[config.mk]
export PLATFORM = sky130hd
export DESIGN_NAME = voice_allocator
export DESIGN_NICKNAME = d
export VERILOG_FILES = /design/src/rtl/voice_allocator.sv
export SDC_FILE = /design/constraint.sdc
export NUM_CORES = 1
export LEC_CHECK = 0
export ABC_AREA = 0
export BUFFER_PORTS_ARGS = -buffer_cell sky130_fd_sc_hd__buf_4
export CAP_MARGIN = 0
export CORE_MARGIN = 5
export CORE_UTILIZATION = 50
export CTS_BUF_LIST = sky130_fd_sc_hd__clkbuf_4 sky130_fd_sc_hd__clkbuf_8 sky130_fd_sc_hd__clkbuf_16
export DETAILED_ROUTE_END_ITERATION = 16
export MAX_ROUTING_LAYER = met4
export PLACE_DENSITY = 0.76
export SETUP_SLACK_MARGIN = 0.3
export SLEW_MARGIN = 20
export SYNTH_ARGS = -nofsm -noshare
export SYNTH_HDL_FRONTEND = slang
export SYNTH_SLANG_ARGS = --single-unit
export TNS_END_PERCENT = 1
[constraint.sdc]
create_clock -name clk_i -period 9.1 [get_ports clk_i]
set_clock_uncertainty 0.1 [all_clocks]
set_input_delay 0.455 -clock clk_i [delete_from_list [all_inputs] [get_ports clk_i]]
set_output_delay 0.455 -clock clk_i [all_outputs]
set_load 0.01 [all_outputs]
[src/rtl/voice_allocator.sv]
// voice_allocator: assigns note-on events to voices (retrigger, lowest free, oldest steal) and tracks sounding voices.
module voice_allocator #(
  parameter int NUM_VOICES = 4,
  parameter int AGE_W      = 8
) (
  input  logic                  clk_i,
  input  logic                  reset_ni,
  input  logic                  note_in_i,
  input  logic                  note_off_i,
  input  logic [3:0]            note_i,
  input  logic [2:0]            octave_i,
  output logic                  ev_ready_o,
  output logic [NUM_VOICES-1:0] voice_ld_o,
  output logic [3:0]            voice_note_o,
  output logic [2:0]            voice_octave_o,
  output logic [NUM_VOICES-1:0] voice_active_o,
  output logic                  steal_o
);
  localparam int IW = (NUM_VOICES > 1) ? $clog2(NUM_VOICES) : 1;
  typedef enum logic [1:0] {IDLE, SCAN, LOAD, REL} state_t;
  state_t state_q, state_d;
  logic [3:0] ev_note_q;
  logic [2:0] ev_oct_q;
  logic [NUM_VOICES-1:0][3:0] hnote_q;
  logic [NUM_VOICES-1:0][2:0] hoct_q;
  logic [NUM_VOICES-1:0][AGE_W-1:0] age_q;
  logic [NUM_VOICES-1:0] active_q;
  logic [IW-1:0] tgt_q, tgt_d, match_idx, free_idx, old_idx;
  logic steal_q, steal_d, match_f, free_f;
  logic [AGE_W-1:0] old_age;
  // The matcher also serves REL, since the latched event is what both compare against.
  always_comb begin
    match_f = 1'b0;
    match_idx = '0;
    free_f = 1'b0;
    free_idx = '0;
    old_idx = '0;
    old_age = age_q[0];
    for (int v = NUM_VOICES - 1; v >= 0; v--) begin
      if (active_q[v] && hnote_q[v] == ev_note_q && hoct_q[v] == ev_oct_q) begin
        match_f = 1'b1;
        match_idx = IW'(v);
      end
      if (!active_q[v]) begin
        free_f = 1'b1;
        free_idx = IW'(v);
      end
    end
    for (int v = 1; v < NUM_VOICES; v++) begin
      if (active_q[v] && age_q[v] > old_age) begin
        old_age = age_q[v];
        old_idx = IW'(v);
      end
    end
  end
  always_comb begin
    state_d = state_q == IDLE ? (note_off_i ? REL : note_in_i ? SCAN : IDLE)
            : state_q == SCAN ? LOAD : IDLE;
    tgt_d = match_f ? match_idx : free_f ? free_idx : old_idx;
    steal_d = !match_f && !free_f;
  end
  always_ff @(posedge clk_i or negedge reset_ni) begin
    if (!reset_ni) begin
      state_q <= IDLE;
      ev_note_q <= '0;
      ev_oct_q <= '0;
      hnote_q <= '0;
      hoct_q <= '0;
      age_q <= '0;
      active_q <= '0;
      tgt_q <= '0;
      steal_q <= 1'b0;
    end else begin
      state_q <= state_d;
      if (state_q == IDLE && (note_in_i || note_off_i)) begin
        ev_note_q <= note_i;
        ev_oct_q <= octave_i;
      end
      if (state_q == SCAN) begin
        tgt_q <= tgt_d;
        steal_q <= steal_d;
      end
      if (state_q == LOAD) begin
        for (int v = 0; v < NUM_VOICES; v++) begin
          if (IW'(v) == tgt_q) begin
            active_q[v] <= 1'b1;
            age_q[v] <= '0;
            hnote_q[v] <= ev_note_q;
            hoct_q[v] <= ev_oct_q;
          end else if (active_q[v] && age_q[v] != '1) begin
            age_q[v] <= age_q[v] + AGE_W'(1);
          end
        end
      end
      if (state_q == REL && match_f) active_q[match_idx] <= 1'b0;
    end
  end
  assign ev_ready_o = state_q == IDLE;
  assign voice_ld_o = state_q == LOAD ? NUM_VOICES'(1) << tgt_q : '0;
  assign steal_o = state_q == LOAD && steal_q;
  assign voice_note_o = ev_note_q;
  assign voice_octave_o = ev_oct_q;
  assign voice_active_o = active_q;
endmodule

## Word-level counts from Yosys, hierarchy flattened

Index checks and enable logic that the tools add are counted.
Widths: inputs -> output; s select.

| storage, ports and cells | value |
|---|---|
| word-level logic and storage cells | 129 |
| output and inout bits | 17 |
| flip-flop bits (word level) | 76 |
| input bits | 11 |

| cells by class | value |
|---|---|
| add/sub/neg operators | 4 |
| reduce and logical (&&, ||, !) cells | 37 |
| equal/unequal tests | 18 |
| bitwise operators | 2 |
| $lt $le $gt $ge | 5 |
| mux-type cells | 44 |
| shift operators | 1 |

Operators by type and width:

| kind | count |
|---|---|
| $mux 8 | 10 |
| $add 8x1->8 const B | 4 |
| $ne 8x8->1 const B | 4 |
| $mux 2 | 15 |
| $gt 8x8->1 | 3 |
| $logic_and 1x1->1 | 20 |
| $eq 4x4->1 | 4 |
| $reduce_and 2->1 | 8 |
| $mux 1 | 15 |
| $eq 3x3->1 | 4 |
| $mux 4 | 3 |
| $reduce_bool 2->1 | 4 |
| $and 4x4->4 | 1 |
| $eq 2x2->1 const A | 2 |
| $eq 2x2->1 const B | 2 |
| $logic_not 2->1 | 2 |
| $not 4->4 | 1 |
| $shl 1x2->4 const A | 1 |
| $lt 2x3->1 const B | 1 |
| $demux 1 s2 | 1 |
| $eq 1x2->1 const A | 1 |
| $eq 2x1->1 const B | 1 |
| $ge 2x1->1 const B | 1 |
| $logic_not 1->1 | 2 |
| $logic_or 1x1->1 | 1 |

## Logic depth before layout (Yosys ltp)

| depth | value |
|---|---|
| depth in word-level cells | 14 |
| gate-level depth with buffers | 20 |
| depth with buffers taken out | 20 |

## Worst setup path before layout

Ideal clock, no wire load.

| timing path | value |
|---|---|
| path kind | flip-flop to flip-flop |
| from | reg age_q[1] (netlist bit) |
| to | reg tgt_q[0] |
| required time | 8.874 ns |
| clock period less this slack | 4.404 ns |
| data arrival time | 4.178 ns |
| path buffers | 0 |
| setup slack | 4.696 ns |
| stages on the path, launching flop included | 21 |
| library setup time | 0.126 ns |
| cells stage by stage | dfrtp_1 inv_1 ha_1 nor2b_1 o211ai_1 a21oi_1 o21ai_4 mux2i_1 ha_1 nor2b_1 o211ai_1 a21oi_1 o211ai_2 mux2_2 ha_1 nor2b_1 o211ai_1 a21oi_1 o21ai_0 o2111ai_1 a221o_1 |

| on the way | value |
|---|---|
| word-level cells in the longest chain between the ends | 11 |
| elaborated cells between the ends (all ways) | 13 |
| classes of those cells | order compare: 3; mux: 7; reduce/logical: 3 |

Ends and longest elaborated chain:

| what | RTL line | source |
|---|---|---|
| from (decl) | 26 | `logic [NUM_VOICES-1:0][AGE_W-1:0] age_q;` |
| from (signal, indexed assignment) | 91 | `age_q[v] <= age_q[v] + AGE_W'(1);` |
| $gt 8x8->1 | 50 | `if (active_q[v] && age_q[v] > old_age) begin` |
| $logic_and 1x1->1 | 50 |  |
| $mux 8 | 50 |  |
| $gt 8x8->1 | 50 |  |
| $logic_and 1x1->1 | 50 |  |
| $mux 8 | 50 |  |
| $gt 8x8->1 | 50 |  |
| $logic_and 1x1->1 | 50 |  |
| $mux 2 * | 50 |  |
| $mux 2 * (2 in a row) | 59 | `tgt_d = match_f ? match_idx : free_f ? free_idx : old_idx;` |
| to (signal assigned) | 80 | `tgt_q <= tgt_d;` |
| to (decl) | 28 | `logic [IW-1:0] tgt_q, tgt_d, match_idx, free_idx, old_idx;` |

Every way passes the cells marked *; elsewhere a longest branch is shown, timed or not.
A chain may end at the register's enable or synchronous reset.

## Worst setup path after layout

Same ends and word-level chain as after synthesis.

==> results.json <==
{
  "outcome": "finished clean",
  "first_global_vias": 3257,
  "ys_types": 51,
  "drt-pass1-iter-count": 4,
  "rsz0062_at_grt": "false",
  "synth_seq_cells": 76,
  "start_util_pct": 51.5,
  "max_cap_viol_count": 0,
  "ys.warnings.count": 0,
  "worst-path-max-fanout": 9,
  "cts.sinks": 76,
  "drc_errors": 0,
  "tightest_slew_ns": 0.806,
  "hold_ws_ns": 0.215,
  "die_x_um": 105,
  "switching_power_uw": 742,
  "syn_nets": 458,
  "syn_to_final_growth_pct": 10.1,
  "wl_per_cell_um": 16.2,
  "p_int_mw": 1.03,
  "max_slew_margin_pct": 46.2,
  "power_frac_seq_pct": 35.6,
  "wl_met2_um": 4440,
  "swShare_pct": 41.9,
  "clk_pin_slew_ns": 0.10,
  "ctsResizeCount": 0,
  "crit_required_ns": 9.25,
  "io_pins": 28,
  "p_leak_nw": 2.23,
  "ant_nets": 0,
  "final-max-slew-violation-count": 0,
  "hold_violations": 0,
  "layout_commonest_cell": "dfrtp_1",
  "power_mw": 1.77,
  "cts_root_buf": "clkbuf_8",
  "mostFrequentLayoutCells": "76 x dfrtp_1, 40 x mux2_2, 35 x nor2_1",
  "fin_crit_ns": 4.91,
  "grt_max_degree": 77,
  "avgSynthCellArea_um2": 10.8,
  "post_cts_buffers": 0,
  "vias": 3140,
  "cellPowerDensity_nw_per_um2": 356,
  "cts_made_buffers": 9,
  "fin_ws_ns": 4.19,
  "dp_hpwl_um": 6660,
  "netlist.area_leader.share_pct": 42.1,
  "grtUsageTotal_pct": 17.8,
  "dieArea_um2": 11000,
  "finalSetupViolations": 0,
  "final_layout_size_suffix_gt1_share_pct": 22.0,
  "grt_overflow_total": 0,
  "wl_met1_um": 4180,
  "place_congestion": 0.907,
  "vias_per_cell": 5.62,
  "startpoint_type": "flop",
  "netlist_area_um2": 4510,
  "fmax_mhz": 204,
  "route.top_layer_used": "met4",
  "fill_cells": 740,
  "min_path_type": "in2reg",
  "htree_levels": 3,
  "drt-total-wl_um": 9040,
  "antenna_cells": 0,
  "dp_slack_ns": 4.20,
  "vdd_ir_drop_max_mv": 0.212,
  "fin_crit_sh_pct": 53.9,
  "p_comb_share_pct": 49.9,
  "drt_iter0_drc": 169,
  "multi_input_area_um2": 2410,
  "synth_cells": 419,
  "synth-seq-area-share_pct": 42.1,
  "synth.area.top_cells": "dfrtp_1 42%, mux2_2 10%, ha_1 7.8%",
  "final_nets": 485,
  "worstPathArrival_ns": 5.06,
  "wl_met3_um": 297,
  "rows": 34,
  "setup.worst_path.end_class": "flop",
  "cts_tree": "yes",
  "worstSetupPathType": "reg2reg",
  "portBuffers": 27,
  "ff_latch_area_um2": 1900,
  "antenna_found_initial": 0,
  "fp.dieH_um": 105,
  "grt_pass1_wl_um": 15700,
  "core_um2": 8760,
  "yosysTopAreaCell": "dfrtp_1",
  "tns_ns": 0,
  "pwr-share-clk_pct": 14.5,
  "hold_buffers": 0,
  "clock_path_buffers": 2,
  "clk_latency_ns": 0.37
}
[metal layers]
metal  vias up  track usage [%]
li1       1541                -
met3        12             3.21
met2        54             28.7
met5         -                -
met4         0             5.94
met1      1533             22.6
[power groups by stage]
stage                     Sequential, mW  Combinational [mW]  Clock (mW)
after global placement             0.629               0.856           0
after detailed placement           0.637               0.885           0
after floorplan                    0.568               0.764           0
after global routing               0.654               0.988       0.277
after CTS                          0.631               0.891       0.264
final                              0.631               0.885       0.256
[registers in the layout, summed over array words and instances, names as in the netlist]
name,cells
voice_octave_o,3
steal_q,1
hoct_q,12
tgt_q,2
voice_active_o,4
voice_note_o,4
state_q,2
hnote_q,16
age_q,32
[worst paths after layout]
path | slack (ns) | cells past startpoint | startpoint | end
max | 4.19 | 20 | age_q[1] | tgt_q[0]
min in group asynchronous | 0.40 | 2 | reset_ni | age_q[5]
min | 0.21 | 2 | octave_i[0] | voice_octave_o[0]
max reg2reg | 4.19 | 20 | age_q[1] | tgt_q[0]
min reg2reg | 0.39 | 2 | steal_q | steal_q
max in group asynchronous | 7.95 | 3 | reset_ni | age_q[26]
[synthesized netlist by cell type (all sizes together)]
library cell  instances
o2111ai               1
xnor2                34
nand3                 1
nand4                26
and3                  6
o311a                 1
or3                   2
o211ai                4
nand2                28
a21oi                16
a31oi                 2
nor2b                 3
o41ai                 1
dfrtp                76
ha                   28
nor4                  2
nor3                  4
or2                   3
inv                  22
nand2b                5
clkbuf                1
and2                  1
a32o                  3
o21ai                17
nor4b                 2
o32a                  3
and2b                 1
a211oi                1
o21a                  2
buf                  13
nor2                 38
a221o                 1
mux2i                 7
xor2                 16
or4                   1
o221ai                1
mux2                 44
o211a                 1
a311oi                1
[cell type report]
type / instances / area share [%]
multi-input combinational: 307 / 48.5
sequential: 76 / 38.3
timing repair buffer: 30 / 4.98
tap: 108 / 2.72
clock buffer: 9 / 2.49
inverter: 22 / 1.66
clock inverter: 7 / 1.38
[critical path, stage by stage, from the launching register on]
cell and delay [ns]:
dfrtp_1 0.46, inv_1 0.07, ha_1 0.30, nor2b_1 0.13, o211ai_1 0.15, a21oi_1 0.13, o21ai_4 0.36, mux2i_1 0.31
ha_1 0.28, nor2b_1 0.13, o211ai_1 0.15, a21oi_1 0.12, o211ai_2 0.41, mux2_2 0.39, ha_1 0.28, nor2b_1 0.14
o211ai_1 0.17, a21oi_1 0.08, o21ai_0 0.21, o2111ai_1 0.14, a221o_1 0.30
[per-stage QoR]
stage | std cells | utilization [%] | instance area [um2]
6_report | 559 | 56.7 | 4970
4_1_cts | 557 | 56.3 | 4930
2_1_floorplan | 419 | - | 4510
3_3_place_gp | 541 | 54.1 | 4740
3_5_place_dp | 541 | 54.1 | 4740
5_1_grt | 559 | 56.7 | 4970
[cells by family after synthesis]
| family | count (synthesis) | synth area share [%] |
|---|---|---|
| simple gates | 123 | 14.4 |
| flops | 76 | 42.1 |
| compound gates | 55 | 8.98 |
| mux | 51 | 12.5 |
| xor+xnor | 50 | 9.70 |
| buf+inv | 36 | 4.44 |
| fa+ha+maj | 28 | 7.76 |
Power figures use the tool's default switching activity.
